**src/rtl/load_ext_pipe.sv**
```systemverilog
// Load-data extender for the MEM/WB path: lane select, sign/zero extension and
// alignment checking, followed by a STAGES-deep elastic valid/ready pipeline.
module load_ext_pipe #(
  parameter int DATA_W = 32,
  parameter int STAGES = 1,
  parameter int TAG_W  = 5,
  parameter int CNT_W  = 8,
  localparam int AW    = $clog2(DATA_W / 8)
) (
  input  logic              clk,
  input  logic              rst,
  input  logic              flush,
  input  logic              in_valid,
  output logic              in_ready,
  input  logic [DATA_W-1:0] rdata,
  input  logic [AW-1:0]     addr_lo,
  input  logic [2:0]        mode,
  input  logic [TAG_W-1:0]  in_tag,
  output logic              out_valid,
  input  logic              out_ready,
  output logic [DATA_W-1:0] out_data,
  output logic              out_err,
  output logic [TAG_W-1:0]  out_tag,
  output logic [CNT_W-1:0]  err_cnt
);

  typedef enum logic [1:0] {
    SZ_B = 2'b00,
    SZ_H = 2'b01,
    SZ_W = 2'b10,
    SZ_D = 2'b11
  } size_e;

  localparam logic [DATA_W-1:0] KEEP_B = DATA_W'({8{1'b1}});
  localparam logic [DATA_W-1:0] KEEP_H = DATA_W'({16{1'b1}});
  localparam logic [DATA_W-1:0] KEEP_W = DATA_W'({32{1'b1}});

  size_e              sz;
  logic               uns;
  logic [DATA_W-1:0]  lane;
  logic [DATA_W-1:0]  keep;
  logic               sign;
  logic [DATA_W-1:0]  ext_data;
  logic               ext_err;

  logic               en;
  logic               accept;

  logic [STAGES-1:0]  vld_q;
  logic [DATA_W-1:0]  data_q [STAGES];
  logic               err_q  [STAGES];
  logic [TAG_W-1:0]   tag_q  [STAGES];
  logic [CNT_W-1:0]   cnt_q;
  logic [CNT_W-1:0]   cnt_d;

  assign sz   = size_e'(mode[1:0]);
  assign uns  = mode[2];
  // Shifting by the byte offset puts the selected lane at bit 0 for every size.
  assign lane = rdata >> {addr_lo, 3'b000};

  always_comb begin
    keep     = KEEP_B;
    sign     = lane[7];
    ext_err  = 1'b0;
    ext_data = '0;
    case (sz)
      SZ_B: begin
        keep = KEEP_B;
        sign = lane[7];
      end
      SZ_H: begin
        keep    = KEEP_H;
        sign    = lane[15];
        ext_err = addr_lo[0];
      end
      SZ_W: begin
        keep    = KEEP_W;
        sign    = lane[31];
        ext_err = (addr_lo[1:0] != 2'b00);
      end
      default: begin
        // Covers LD and the reserved 111 encoding.
        keep    = '1;
        sign    = 1'b0;
        ext_err = uns || (DATA_W == 32) || (addr_lo != '0);
      end
    endcase

    if (ext_err) begin
      ext_data = '0;
    end else if (sz == SZ_D) begin
      ext_data = rdata;
    end else begin
      ext_data = (lane & keep) | ((sign && !uns) ? ~keep : '0);
    end
  end

  assign out_valid = vld_q[STAGES-1];
  assign en        = out_ready | ~out_valid;
  assign in_ready  = en & ~flush;
  assign accept    = in_valid & in_ready;

  always_comb begin
    cnt_d = cnt_q;
    if (accept && ext_err && (cnt_q != '1)) begin
      cnt_d = cnt_q + 1'b1;
    end
  end

  always_ff @(posedge clk) begin
    if (rst) begin
      vld_q <= '0;
      cnt_q <= '0;
      for (int unsigned i = 0; i < STAGES; i++) begin
        data_q[i] <= '0;
        err_q[i]  <= 1'b0;
        tag_q[i]  <= '0;
      end
    end else begin
      cnt_q <= cnt_d;
      if (flush) begin
        vld_q <= '0;
      end else if (en) begin
        vld_q[0] <= accept;
        for (int unsigned i = 1; i < STAGES; i++) begin
          vld_q[i] <= vld_q[i-1];
        end
      end
      // Payload moves with en even during flush; the output gating hides it.
      if (en) begin
        data_q[0] <= ext_data;
        err_q[0]  <= ext_err;
        tag_q[0]  <= in_tag;
        for (int unsigned i = 1; i < STAGES; i++) begin
          data_q[i] <= data_q[i-1];
          err_q[i]  <= err_q[i-1];
          tag_q[i]  <= tag_q[i-1];
        end
      end
    end
  end

  assign out_data = out_valid ? data_q[STAGES-1] : '0;
  assign out_err  = out_valid ? err_q[STAGES-1]  : 1'b0;
  assign out_tag  = out_valid ? tag_q[STAGES-1]  : '0;
  assign err_cnt  = cnt_q;

endmodule

```
**config.mk**
```make
export PLATFORM = sky130hd
export DESIGN_NAME = load_ext_pipe
export DESIGN_NICKNAME = d
export VERILOG_FILES = /design/src/rtl/load_ext_pipe.sv
export SDC_FILE = /design/constraint.sdc
export NUM_CORES = 1
export LEC_CHECK = 0
export ABC_AREA = 1
export BUFFER_PORTS_ARGS = -buffer_cell sky130_fd_sc_hd__buf_2
export CORE_ASPECT_RATIO = 1.1
export CORE_MARGIN = 2
export CORE_UTILIZATION = 55
export DETAILED_ROUTE_END_ITERATION = 16
export GPL_TIMING_DRIVEN = 1
export PLACE_DENSITY = 0.81
export SYNTH_ARGS = -nofsm -noshare
export SYNTH_HDL_FRONTEND = slang
export SYNTH_SLANG_ARGS = --single-unit
export TNS_END_PERCENT = 50
```
**constraint.sdc**
```tcl
create_clock -name clk -period 4.4 [get_ports clk]
set_clock_uncertainty 0.15 [all_clocks]
set_input_delay 0.88 -clock clk [delete_from_list [all_inputs] [get_ports clk]]
set_output_delay 0.88 -clock clk [all_outputs]
set_load 0.01 [all_outputs]
```
## Yosys cells after proc, flatten, opt, wreduce, memory -nomap -nowiden

Memories as Yosys holds them, arrays and structs flattened.
Index checks and enable logic that the tools add are counted.

| word-level totals | value |
|---|---|
| bits in registers | 9 |
| RAM bits | 38 |
| output and inout bits | 48 |
| logic and storage cells | 49 |
| memories | 3 |

| cells by class | value |
|---|---|
| add/sub/neg operators | 1 |
| equal/unequal tests | 4 |
| shifts and indexed selects | 1 |
| multiplexer cells | 20 |
| bitwise operators | 8 |
| reductions and logical operators | 10 |

Memory list:

| name | depth | bits a word | read ports | clocked after Yosys merged registers in | write ports | line | RTL |
|---|---|---|---|---|---|---|---|
| data_q | 1 | 32 | 1 | 0 | 1 | 50 | `logic [DATA_W-1:0] data_q [STAGES];` |
| tag_q | 1 | 5 | 1 | 0 | 1 | 52 | `logic [TAG_W-1:0] tag_q [STAGES];` |
| err_q | 1 | 1 | 1 | 0 | 1 | 51 | `logic err_q [STAGES];` |

Operators with widths:

| kind | count |
|---|---|
| two-way mux 32 bit | 5 |
| one-hot mux 32 bit (2 select lines) | 1 |
| AND 32 bit | 1 |
| NOT 32 bit | 1 |
| bitwise OR 32 bit | 1 |
| OR reduction 32 bit | 1 |
| right shift 32 x 5 -> 32 bit | 1 |
| two-way mux 1 bit | 10 |
| two-way mux 5 bit | 2 |
| adder 8 x 1 -> 8 bit, second input constant | 1 |
| inequality test 8 bit, second input constant | 1 |
| one-hot mux 1 bit (3 select lines) | 2 |
| OR reduction 5 bit | 1 |
| == test 2 bit, second input constant | 2 |
| logical AND 1 bit | 3 |
| AND 1 bit | 2 |
| == test 2 x 1 -> 1 bit, second input constant | 1 |
| zero test 2 bit | 1 |
| NOT 1 bit | 2 |
| nonzero test 2 bit | 1 |
| OR reduction 2 bit | 1 |
| zero test 1 bit | 1 |
| bitwise OR 1 bit | 1 |
| OR reduction 1 bit | 1 |

## Logic depth before layout (Yosys ltp)

| depth | value |
|---|---|
| depth in word-level cells | 8 |
| depth in mapped cells | 10 |
| gate-level depth less buffers | 8 |

## Worst setup path before layout

Ideal clock, no wire load.

| timing | value |
|---|---|
| path kind | input-to-reg |
| start | input rst |
| end | memory data_q[0][0], enable pin |
| setup time | 0.378 ns |
| data arrival time | 1.723 ns |
| data required time | 3.872 ns |
| setup slack | 2.149 ns |
| stages | 2 |
| cells stage by stage | clkbuf_1 > or2_2 |

| between the ends | value |
|---|---|
| longest elaborated chain between the ends | 4 |
| elaborated cells between the ends (all ways) | 6 |

RTL lines:

| element | line | RTL |
|---|---|---|
| start, declared | 11 | `input logic rst,` |
| two-way mux 1 bit | 111 | `if (rst) begin` |
| two-way mux 1 bit (implied by the code) | 131 | `data_q[0] <= ext_data;` |
| OR reduction 32 bit (no source line) | n/a |  |
| two-way mux 1 bit (no source line) (*) | n/a |  |
| end, declared | 50 |  |

Mark *: on every way between the ends. The rest lies on a longest branch, timed or not.

## Worst setup path after layout

| timing | value |
|---|---|
| start | input addr_lo[0] |
| end | memory data_q[0][0], data pin |

| between the ends | value |
|---|---|
| longest elaborated chain between the ends | 8 |
| elaborated cells between the ends (all ways) | 11 |

RTL lines:

| element | line | RTL |
|---|---|---|
| start, declared | 16 | `input logic [AW-1:0] addr_lo,` |
| right shift 32 x 5 -> 32 bit | 59 | `assign lane = rdata >> {addr_lo, 3'b000};` |
| one-hot mux 1 bit (3 select lines) | 66 | `case (sz)` |
| logical AND 1 bit | 94 | `ext_data = (lane & keep) \| ((sign && !uns) ? ~keep : '0);` |
| two-way mux 32 bit | 94 |  |
| bitwise OR 32 bit | 94 |  |
| two-way mux 32 bit | 91 | `end else if (sz == SZ_D) begin` |
| two-way mux 32 bit (*) | 89 | `if (ext_err) begin` |
| two-way mux 32 bit (no source line) (*) | n/a |  |

Marks and branches as above.

==> flow_summary_export.csv <==
group,metric,value,unit
grt,grt_pass1_wl,10200,um
grt,grt_max_degree,41,
timing,fmax,389,MHz
cts,insertion_delay,0.29,ns
synth,synthTopCellsByArea,"edfxtp_1 38%, nand2_1 15%, inv_1 7.7%, a21oi_1 6.5%, dfxtp_1 6.0%",
routing,remaining_drc_errors,0,
cts,cts_resized,0,
placed_design,place.gp.congestion,0.936,
power_and_ir_drop,combPwrFrac,17.1,%
floorplanning,rows,28,
synth,synth_most_common_cell,"nand2_1",
power_and_ir_drop,p_seq_share,56.0,%
finish,layout-drive-gt1-share,26.1,%
worst_setup_path,cp_max_fo,29,
synth,synthTopCellsByCount,"116 x nand2_1, 61 x inv_1, 39 x a21oi_1, 38 x edfxtp_1, 31 x nor2_1",
timing,post-route-period-util,58.4,%
routing,ant_nets,0,
timing,hold_viol_final,0,
cts,h-tree-depth,2,
timing,setup_viol,0,
timing,finalSetupTns,0,ns
synth,syn_area,0.00298,sq mm
synth,synth_edf_count,38,
routing,firstDrtPassIters,4,
cts,post_cts_buffers,0,
worst_setup_path,end_kind,"register",
finish,fin_nets,523,
synth,synthArstFlopShare,0,%
power_and_ir_drop,p_clk_share,26.9,%
cts,clock_sinks,47,
worst_hold_path,hold_end,"err_cnt[0]",
power_and_ir_drop,power_density,259,mW/mm^2
placed_design,dpl_cell_area,0.00344,sq mm
worst_setup_path,reg2reg_setup_slack,2.23,ns
run_status,status,"finished, final reports clean",
synth,synthCells,392,
routing,wl_per_cell,11.9,um
synth,syn_nets,440,
grt,grt_pass1_vias,2310,
worst_setup_path,critPathArrivalTime,2.44,ns
cts,cts_max_path_buffers,2,
synth,synth_area_leader_cell,"edfxtp_1",
worst_setup_path,worstSetupPathType,"in2reg",
grt,overflow,0,
power_and_ir_drop,p_leak,1.99,nW
synth,synth_seq_cells,47,
synth,synth-warning-count,0,
floorplanning,die_h,81.2,um
floorplanning,io_pins,95,
worst_hold_path,hp-start,"err_cnt[0]",
timing,rsz0062_at_grt,"false",
power_and_ir_drop,p_switching,0.243,mW
worst_setup_path,r2r_end,"data_q[0][0]",
synth,yosysTopAreaCellShare,38.3,%
grt,grt_antenna_before_repair,0,
worst_hold_path,worstHoldPathType,"reg2reg",
worst_setup_path,required,4.27,ns
routing,routed_wl,6540,um
routing,drtIter0Drc,172,
placed_design,dpl.hpwl,4870,um
synth,syn_area_per_cell,7.61,sq um
cts,cts_tree,"built",
timing,period_needed,2.57,ns
synth,synthFlopType,"edfxtp_1",
floorplanning,die_w,74.2,um
floorplanning,initial_core_util,56.4,%
cts,cts_hold_buf,0,
power_and_ir_drop,intPower,0.669,mW
flow_run,maxCapViolCount,0,
timing,drv_slew,0,
timing,max_slew_margin,43.1,%
worst_hold_path,hold_path_depth,2,
routing,viasPerCell,4.99,
synth,ys_seq_area_share,44.3,%
floorplanning,core_area,0.00529,sq mm
worst_setup_path,rr_startpoint,"out_valid",
synth,ys_types,33,
cts,numCtsBuffers,5,
finish,fin_area,0.00352,sq mm
timing,max_slew.worst_pin.slew,0.853,ns
power_and_ir_drop,ir_worst_vdd,0.144,mV
cts,root_buffer,"clkbuf_8",
finish,synthToLayoutAreaGrowth,18.0,%
cts,clkTransAtPathRegs,0.08,ns
finish,diodes,0,
worst_setup_path,reg2regPathDepth,8,
worst_setup_path,critPathLaunchType,"input port",
power_and_ir_drop,swShare,26.7,%
routing,vias,2748,
placed_design,io_buffer_count,94,
grt,track_usage,21.8,%
floorplanning,fp.dieArea,0.00603,sq mm
cells in the final DEF, fill, tap and decap left out, types with 3 or more instances in the layout:
cell type / synthesis / routed
nand2_1: 116 / 116
buf_2: 6 / 94
inv_1: 61 / 61
a21oi_1: 39 / 39
edfxtp_1: 38 / 38
nor2_1: 31 / 31
nand3_1: 24 / 24
a21oi_2: 10 / 10
dfxtp_1: 9 / 9
mux2i_1: 6 / 6
a31oi_1: 6 / 6
clkbuf_8: 0 / 5
o21ai_0: 4 / 4
a22oi_1: 3 / 3
xor2_1: 3 / 3
xnor2_1: 3 / 3
power groups by stage:
stage               registers (mW)  logic, mW  clock network [mW]
global placement             0.520      0.152                   0
floorplan                    0.519      0.106                   0
CTS                          0.510      0.154               0.252
global route                 0.513      0.175               0.266
finish                       0.510      0.156               0.246
detailed placement           0.521      0.153                   0
metal layers:
metal | part of all wire (%) | GRT usage (%) | vias up | routed length [um]
met5 | 0 | 0 | - | 0
met4 | 1.4 | 7.82 | 0 | 93
met3 | 8.5 | 4.47 | 8 | 556
met2 | 45 | 32.9 | 143 | 2940
met1 | 45 | 30.9 | 1177 | 2960
li1 | - | - | 1420 | -
worst max-delay path by stage:
stage / start / to / depth (start not counted)
final: addr_lo[0] / data_q[0][0] / 6
after global routing: addr_lo[0] / data_q[0][23] / 6
after CTS: addr_lo[0] / data_q[0][0] / 6
after detailed placement: addr_lo[0] / data_q[0][1] / 6
after global placement: addr_lo[0] / data_q[0][1] / 6
after floorplan: rst / data_q[0][0] / 2
critical path, cell delays in order:
cell     delay (ns)
buf_2          0.39
inv_4          0.22
o21ai_2        0.36
nor2_4         0.08
inv_2          0.40
a21oi_1        0.10
sequential cells by signal (all words and copies together) (netlist names):
| name | count |
|---|---|
| data_q | 32 |
| err_cnt | 8 |
| tag_q | 5 |
| err_q | 1 |
| out_valid | 1 |
layout make-up:
cell class / count / area, sq um
Clock buffer: 7 / 76.3
Clock inverter: 1 / 5.00
Fill cell: 468 / 1770
Inverter: 64 / 248
Multi-Input combinational cell: 262 / 1300
Sequential cell: 47 / 1320
Tap cell: 75 / 93.8
Timing Repair Buffer: 95 / 478
logic make-up after synthesis:
| group | after synthesis | synth area share (%) |
|---|---|---|
| adders and majority gates | 1 | 0.420 |
| DFF | 47 | 44.3 |
| muxes | 6 | 2.01 |
| xor gates and xnor gates | 6 | 1.76 |
| and+or+nand+nor | 184 | 26.4 |
| AOI/OAI and AO/OA | 65 | 12.9 |
| buffers and inverters | 83 | 12.2 |
metrics by stage:
stage	power, mW	cells	hold slack, ns	setup slack (ns)	util (%)
2_1_floorplan	0.625	392	0.376	2.15	-
3_3_place_gp	0.672	543	0.346	1.60	65.0
3_5_place_dp	0.674	543	0.354	1.55	65.0
4_1_cts	0.917	551	0.367	1.87	66.5
5_1_grt	0.953	551	0.387	1.70	66.5
6_report	0.912	551	0.363	1.83	66.5
(Power assumes the default switching activity.)
